<file path="src/rtl/utils_pkg.sv">
// Shared AXI4 constants, bus structs and the request-master state type.
// Used by axi_req_master (optional macro there: AXI_REQ_MASTER_ALIGN_CHK_EN).
package utils_pkg;

  localparam logic [2:0] AXI_SIZE_WORD   = 3'b010;
  localparam logic [1:0] AXI_BURST_INCR  = 2'b01;
  localparam logic [1:0] AXI_RESP_OKAY   = 2'b00;
  localparam logic [1:0] AXI_RESP_SLVERR = 2'b10;

  typedef enum logic [2:0] {
    IDLE = 3'd0,
    WR   = 3'd1,
    WR_B = 3'd2,
    RD_A = 3'd3,
    RD_D = 3'd4,
    RSP  = 3'd5
  } axi_req_mst_st_t;

  // Manager -> subordinate signals (32-bit address/data, 1-bit ID)
  typedef struct packed {
    logic        awid;
    logic [31:0] awaddr;
    logic [7:0]  awlen;
    logic [2:0]  awsize;
    logic [1:0]  awburst;
    logic        awlock;
    logic [3:0]  awcache;
    logic [2:0]  awprot;
    logic        awvalid;
    logic [31:0] wdata;
    logic [3:0]  wstrb;
    logic        wlast;
    logic        wvalid;
    logic        bready;
    logic        arid;
    logic [31:0] araddr;
    logic [7:0]  arlen;
    logic [2:0]  arsize;
    logic [1:0]  arburst;
    logic        arlock;
    logic [3:0]  arcache;
    logic [2:0]  arprot;
    logic        arvalid;
    logic        rready;
  } s_axi_mosi_t;

  // Subordinate -> manager signals
  typedef struct packed {
    logic        awready;
    logic        wready;
    logic        bid;
    logic [1:0]  bresp;
    logic        bvalid;
    logic        arready;
    logic        rid;
    logic [31:0] rdata;
    logic [1:0]  rresp;
    logic        rlast;
    logic        rvalid;
  } s_axi_miso_t;

endpackage

</file>
<file path="src/rtl/axi_req_master.sv">
// Single-outstanding AXI4 initiator: one word request in, one single-beat
// AXI read or write out, one response back. All AXI outputs come from flops.
// Optional macro AXI_REQ_MASTER_ALIGN_CHK_EN: misaligned requests are answered
// locally with SLVERR and never reach the bus.
module axi_req_master
  import utils_pkg::*;
#(
  parameter logic       AXI_ID   = 1'b0,
  parameter logic [2:0] AXI_PROT = 3'b000
) (
  input  logic        clk,
  input  logic        rst,
  input  logic        req_valid,
  output logic        req_ready,
  input  logic        req_we,
  input  logic [31:0] req_addr,
  input  logic [31:0] req_wdata,
  input  logic [3:0]  req_wstrb,
  output logic        rsp_valid,
  input  logic        rsp_ready,
  output logic [31:0] rsp_rdata,
  output logic [1:0]  rsp_resp,
  output logic        rsp_err,
  output s_axi_mosi_t axi_mosi,
  input  s_axi_miso_t axi_miso
);

  axi_req_mst_st_t state_q, state_d;
  s_axi_mosi_t     mosi_q, mosi_d;
  logic            aw_done_q, aw_done_d;
  logic            w_done_q, w_done_d;
  logic [31:0]     rsp_rdata_q, rsp_rdata_d;
  logic [1:0]      rsp_resp_q, rsp_resp_d;

  logic aw_hs, w_hs, b_hs, ar_hs, r_hs;
  logic misaligned;
  logic unused_miso;

  assign aw_hs = mosi_q.awvalid & axi_miso.awready;
  assign w_hs  = mosi_q.wvalid  & axi_miso.wready;
  assign b_hs  = mosi_q.bready  & axi_miso.bvalid;
  assign ar_hs = mosi_q.arvalid & axi_miso.arready;
  assign r_hs  = mosi_q.rready  & axi_miso.rvalid;

  // Responses are not ID-checked and every read is a single beat
  assign unused_miso = ^{axi_miso.bid, axi_miso.rid, axi_miso.rlast};

`ifdef AXI_REQ_MASTER_ALIGN_CHK_EN
  assign misaligned = |req_addr[1:0];
`else
  assign misaligned = 1'b0;
`endif

  // Next-state, AXI output and response-capture logic
  always_comb begin
    state_d     = state_q;
    mosi_d      = mosi_q;
    aw_done_d   = aw_done_q;
    w_done_d    = w_done_q;
    rsp_rdata_d = rsp_rdata_q;
    rsp_resp_d  = rsp_resp_q;

    case (state_q)
      IDLE: begin
        if (req_valid) begin
          if (misaligned) begin
            // Answered locally, no bus traffic
            rsp_rdata_d = '0;
            rsp_resp_d  = AXI_RESP_SLVERR;
            state_d     = RSP;
          end else if (req_we) begin
            mosi_d.awaddr  = req_addr;
            mosi_d.wdata   = req_wdata;
            mosi_d.wstrb   = req_wstrb;
            mosi_d.awvalid = 1'b1;
            mosi_d.wvalid  = 1'b1;
            aw_done_d      = 1'b0;
            w_done_d       = 1'b0;
            state_d        = WR;
          end else begin
            mosi_d.araddr  = req_addr;
            mosi_d.arvalid = 1'b1;
            state_d        = RD_A;
          end
        end
      end

      WR: begin
        // Address and data channels complete independently, in any order
        if (aw_hs) begin
          mosi_d.awvalid = 1'b0;
          aw_done_d      = 1'b1;
        end
        if (w_hs) begin
          mosi_d.wvalid = 1'b0;
          w_done_d      = 1'b1;
        end
        if ((aw_done_q || aw_hs) && (w_done_q || w_hs)) begin
          mosi_d.bready = 1'b1;
          state_d       = WR_B;
        end
      end

      WR_B: begin
        if (b_hs) begin
          mosi_d.bready = 1'b0;
          rsp_rdata_d   = '0;
          rsp_resp_d    = axi_miso.bresp;
          state_d       = RSP;
        end
      end

      RD_A: begin
        if (ar_hs) begin
          mosi_d.arvalid = 1'b0;
          mosi_d.rready  = 1'b1;
          state_d        = RD_D;
        end
      end

      RD_D: begin
        if (r_hs) begin
          mosi_d.rready = 1'b0;
          rsp_rdata_d   = axi_miso.rdata;
          rsp_resp_d    = axi_miso.rresp;
          state_d       = RSP;
        end
      end

      RSP: begin
        if (rsp_ready) begin
          state_d = IDLE;
        end
      end

      default: begin
        state_d = IDLE;
      end
    endcase

    // Constant fields: single-beat word INCR, no lock/cache attributes
    mosi_d.awid    = AXI_ID;
    mosi_d.awlen   = 8'd0;
    mosi_d.awsize  = AXI_SIZE_WORD;
    mosi_d.awburst = AXI_BURST_INCR;
    mosi_d.awlock  = 1'b0;
    mosi_d.awcache = 4'd0;
    mosi_d.awprot  = AXI_PROT;
    mosi_d.wlast   = 1'b1;
    mosi_d.arid    = AXI_ID;
    mosi_d.arlen   = 8'd0;
    mosi_d.arsize  = AXI_SIZE_WORD;
    mosi_d.arburst = AXI_BURST_INCR;
    mosi_d.arlock  = 1'b0;
    mosi_d.arcache = 4'd0;
    mosi_d.arprot  = AXI_PROT;
  end

  // State and output registers; reset clears every AXI field
  always_ff @(posedge clk) begin
    if (!rst) begin
      state_q     <= IDLE;
      mosi_q      <= '0;
      aw_done_q   <= 1'b0;
      w_done_q    <= 1'b0;
      rsp_rdata_q <= '0;
      rsp_resp_q  <= '0;
    end else begin
      state_q     <= state_d;
      mosi_q      <= mosi_d;
      aw_done_q   <= aw_done_d;
      w_done_q    <= w_done_d;
      rsp_rdata_q <= rsp_rdata_d;
      rsp_resp_q  <= rsp_resp_d;
    end
  end

  assign req_ready = (state_q == IDLE);
  assign rsp_valid = (state_q == RSP);
  assign rsp_rdata = rsp_rdata_q;
  assign rsp_resp  = rsp_resp_q;
  assign rsp_err   = rsp_resp_q[1];
  assign axi_mosi  = mosi_q;

endmodule

</file>
<file path="config.mk">
export PLATFORM = sky130hd
export DESIGN_NAME = axi_req_master
export DESIGN_NICKNAME = d
export VERILOG_FILES = /design/src/rtl/utils_pkg.sv /design/src/rtl/axi_req_master.sv
export SDC_FILE = /design/constraint.sdc
export NUM_CORES = 1
export LEC_CHECK = 0
export ABC_AREA = 1
export CORE_MARGIN = 4
export CORE_UTILIZATION = 35
export CTS_CLUSTER_DIAMETER = 60
export DETAILED_ROUTE_END_ITERATION = 7
export HOLD_SLACK_MARGIN = 0.03
export PLACE_DENSITY = 0.73
export SLEW_MARGIN = 20
export SYNTH_ARGS = -nofsm -noshare
export SYNTH_HDL_FRONTEND = slang
export SYNTH_SLANG_ARGS = --single-unit
</file>
<file path="constraint.sdc">
create_clock -name clk -period 1.6 [get_ports clk]
set_input_delay 0.16 -clock clk [delete_from_list [all_inputs] [get_ports clk]]
set_output_delay 0.16 -clock clk [all_outputs]
set_load 0.05 [all_outputs]
</file>
### Word-level counts from Yosys, hierarchy flattened

Index checks and enable logic that the tools add are counted.

| operators by class | value |
|---|---|
| add/subtract/negate cells | 0 |
| $mul | 0 |
| divide/modulo/power cells | 0 |
| $lt $le $gt $ge | 0 |
| eq/ne operators | 15 |
| shift-type cells | 0 |
| multiplexer cells | 42 |
| bitwise operators | 6 |
| reductions and logical operators | 18 |

Operators by type and width:

| cell | count |
|---|---|
| two-way mux 32 bit | 5 |
| two-way mux 108 bit | 1 |
| two-way mux 37 bit | 2 |
| one-hot mux 32 bit (2 select lines) | 1 |
| two-way mux 36 bit | 1 |
| two-way mux 3 bit | 6 |
| one-hot mux 3 bit (6 select lines) | 1 |
| inequality test 2 bit, second input constant | 8 |
| AND reduction 3 bit | 5 |
| one-hot mux 1 bit (2 select lines) | 7 |
| two-way mux 1 bit | 13 |
| AND reduction 4 bit | 3 |
| nonzero test 2 bit | 5 |
| two-way mux 2 bit | 4 |
| == test 3 x 2 -> 1 bit, second input constant | 2 |
| == test 3 bit, second input constant | 2 |
| AND reduction 6 bit | 1 |
| AND 1 bit | 5 |
| inequality test 2 x 1 -> 1 bit, second input constant | 2 |
| one-hot mux 2 bit (2 select lines) | 1 |
| == test 3 x 1 -> 1 bit, second input constant | 1 |
| zero test 3 bit | 1 |
| logical OR 1 bit | 2 |
| logical AND 1 bit | 1 |
| NOT 1 bit | 1 |

| word-level totals | value |
|---|---|
| bits in registers | 189 |
| latch bits | 0 |
| bits in writable memories | 0 |
| memory bits (read-only) | 0 |
| input bits | 117 |
| output and inout port bits | 187 |
| word-level logic and storage cells | 110 |
| memories | 0 |

### Logic depth before layout (Yosys ltp)

| logic depth | value |
|---|---|
| word-level depth | 6 |
| mapped depth | 9 |
| mapped depth without buffers | 9 |

### Worst setup path before layout

No wires, ideal clock.

| timing | value |
|---|---|
| path kind | register to register |
| from | register state_q[0] |
| to | register mosi_q (netlist bit axi_mosi[134]) |
| library setup time | 0.119 ns |
| arrival time | 1.418 ns |
| data required time | 1.481 ns |
| setup slack | 0.062 ns |
| cell stages (with the launch flop) | 9 |
| clock period less this slack | 1.538 ns |
| cell sequence | dfxtp_1 -> nor2_4 -> nand2_4 -> inv_2 -> nand3_2 -> buf_6 -> buf_6 -> o21ai_0 -> a21oi_1 |

| between the ends | value |
|---|---|
| cells in the longest elaborated chain, start to end | 2 |

RTL lines:

| element | line | source |
|---|---|---|
| start, declared | axi_req_master.sv:28 | `axi_req_mst_st_t state_q, state_d;` |
| start signal, assigned | axi_req_master.sv:169 | `state_q <= state_d;` |
| zero test 3 bit | -- |  |
| net req_ready | axi_req_master.sv:14 | `output logic req_ready,` |
| AND reduction 3 bit (no source line) | -- |  |
| end signal, assigned | axi_req_master.sv:170 | `mosi_q <= mosi_d;` |
| end, declared | axi_req_master.sv:29 | `s_axi_mosi_t mosi_q, mosi_d;` |

The timed path passes the listed nets, and every way through them passes these cells.
A chain may end at the register's enable or synchronous reset.

### Worst setup path after layout

| timing | value |
|---|---|
| from | register state_q[0] |
| to | register mosi_q (netlist bit axi_mosi[87]) |

| between the ends | value |
|---|---|
| cells in the longest elaborated chain, start to end | 2 |

RTL lines:

| element | line | source |
|---|---|---|
| zero test 3 bit | axi_req_master.sv:63 | `case (state_q)` |
| AND reduction 3 bit (no source line) | -- |  |

No other way between the ends.

==> flow_metrics.tcl <==
set metrics [dict create \
    coreArea_um2 16000 \
    synth_area_per_cell_um2 7.86 \
    grt_pass1_wl_um 24600 \
    cts_made_buffers 17 \
    yosys.area.top_type "dfxtp_1" \
    crit_slowest_cell "dfxtp_1" \
    min_period_over_period 0.934 \
    crit_path_start_kind "register" \
    synth_seq_cells 145 \
    crit_buf_inv 2 \
    detailed_place_hpwl_um 11800 \
    rr_endpoint "axi_mosi[87]" \
    wire_per_inst_um 13.4 \
    synth_area_um2 5750 \
    avgViaCountPerCell 4.39 \
    setup_viol 0 \
    cp_max_fo 75 \
    io_pins 304 \
    die_area_um2 18500 \
    worstPathArrival_ns 1.79 \
    via_count 5310 \
    wirelength_um 16100 \
    ys_warn_count 0 \
    p_leak_nw 3.71 \
    antenna_cells 0 \
    cts_setup_buffers 0 \
    place_area_um2 8030 \
    dr.pass1.iters 4 \
    slowest_delay_ns 0.33 \
    die_height_um 136 \
    hp-class "input port to register" \
    required_ns 1.90 \
    fin_crit_ns 1.49 \
    drv_cap 0 \
    gp_congestion 0.750 \
    buffer_ports.inserted 260 \
    drt_first_iter_violations 179 \
    ys_types 19 \
    cts_tree "built" \
    ys_seq_area_frac 0.505 \
    rsz0062_at_grt "false" \
    utilization 0.538 \
    crit_family "simple AND/OR/NAND/NOR gates" \
    htree_levels 4 \
    grt_pass1_vias 4823 \
    fillers 1549 \
    grt_usage 0.168 \
    grt_max_degree 76 \
    rrSetupSlack_ns 0.11 \
    drc 0 \
    min_from "rst" \
    whs_endpoint "axi_mosi[107]" \
    timing.rr.start "state_q[0]" \
    fp-row-count 46 \
    layout_commonest_cell "buf_4" \
    powerDensity_nw_per_um2 1670 \
    stdcell_area_um2 8620 \
    max_freq_mhz 669 \
    hold_depth 2 \
    fin_skew_ns 0.00699 \
    holdBufCountCts 0 \
    slew_viol_final 0 \
    area.growth.synth_to_final_pct 49.9 \
    start_util 0.359 \
    yosysTopAreaCellShare 0.505 \
    crit_chain "nor2_4 -> nand2_4 -> inv_2 -> nand3_4 -> buf_16 -> o21ai_0 -> a21oi_1" \
    cts-root-buf "clkbuf_16" \
    rr_worst_depth 7 \
    cts.path.max_buffers 2 \
    vdd.ir_drop.worst_mv 0.876 \
    mostFrequentLayoutCells "157 x buf_4, 144 x dfxtp_1, 112 x a21oi_1, 112 x clkdlybuf4s50_1, 101 x nand2_1" \
    drive_gt1_frac 0.217 \
    ant_nets 0 \
    status "finished, final reports clean" \
    nets 1097 \
    critPathKind "register to register" \
    cts_sinks 145 \
    synthCells 731 \
    whs_ns 0.189 \
    ys_top_cells_by_area "dfxtp_1 50%, a21oi_1 9.7%, o21ai_0 7.5%, nand2_1 6.6%, buf_4 6.0%" \
    end_kind "register" \
    antenna_found_initial 0 \
    overflow 0 \
    clock_latency_ns 0.42 \
    hold_violations 0 \
    path_clk_slew_ns 0.06 \
    die_w_um 136 \
]
area by class of cell:
| class | count | area, um^2 | share of cell area |
|---|---|---|---|
| flip-flops and latches | 145 | 2900 | 0.337 |
| well taps | 216 | 270 | 0.0314 |
| clock inverters | 14 | 129 | 0.0150 |
| repair buffers | 279 | 2490 | 0.289 |
| multi-input cells | 457 | 2080 | 0.241 |
| clock buffers | 18 | 439 | 0.0510 |
| inverters | 80 | 303 | 0.0351 |
flip-flops by register name (all words and copies together), names as in the netlist:
| register | count |
|---|---|
| state_q | 3 |
| rsp_rdata | 32 |
| w_done_q | 1 |
| axi_mosi | 106 |
| aw_done_q | 1 |
| rsp_resp | 2 |
cell usage after synthesis (all sizes together):
| master | count |
|---|---|
| a21oi | 112 |
| buf | 73 |
| clkbuf | 15 |
| conb | 1 |
| dfxtp | 145 |
| inv | 80 |
| nand2 | 104 |
| nand3 | 18 |
| nor2 | 79 |
| o21ai | 104 |
kinds of logic (layout without fill, tap and decap cells):
family / Yosys count / count (layout) / synth area share
buf+inv: 168 / 391 / 0.161
compound gates: 216 / 216 / 0.188
flops: 145 / 145 / 0.505
simple gates: 201 / 201 / 0.146
other cells: 1 / 40 / 0.000652
where the power goes:
part	internal (W)	total, W	switching (W)
Sequential	0.00425	0.00461	0.000357
Combinational	0.00190	0.00598	0.00408
Clock	0.00219	0.00380	0.00161
worst register-to-register path, delay by kind of cell, from the launching register on:
kind                   cells  cell delay [ns]
DFF                        1             0.33
AOI/OAI and AO/OA          2             0.29
and+or+nand+nor            3             0.42
buffers and inverters      2             0.34
layer usage:
metal  routed length, um  track usage  vias to the layer above
met2                7520        0.281                      208
met3                1830       0.0781                       23
met1                6500        0.185                     2334
met5                   0            0                        -
met4                 298       0.0633                        0
li1                    -            -                     2745
how the worst max path moves through the flow:
stage | from | endpoint | slack (ns) | cells past startpoint
after floorplan | state_q[0] | axi_mosi[134] | 0.06 | 8
after global placement | req_we | axi_mosi[1] | -0.006 | 6
final | state_q[0] | axi_mosi[87] | 0.11 | 7
after detailed placement | req_we | axi_mosi[49] | -0.04 | 7
after global routing | state_q[0] | axi_mosi[73] | 0.005 | 7
after CTS | state_q[2] | axi_mosi[54] | 0.05 | 8
per-stage QoR:
stage,instances,setup WS (ns),power [W],setup TNS [ns]
after CTS,1209,0.0497,0.0145,0
after global routing,1209,0.00501,0.0151,0
after global placement,1177,-0.00645,0.0106,-0.0200
after floorplan,770,0.0623,0.00885,0
final,1209,0.106,0.0144,0
after detailed placement,1177,-0.0404,0.0107,-0.554
what timing repair did:
item / 4_1_cts / 5_1_grt
endpoints found under the setup margin: 0 / 72
endpoints found under the hold margin: 0 / 0
resized for setup: 0 / 10
No activity file was read; power rests on OpenSTA's default activity.
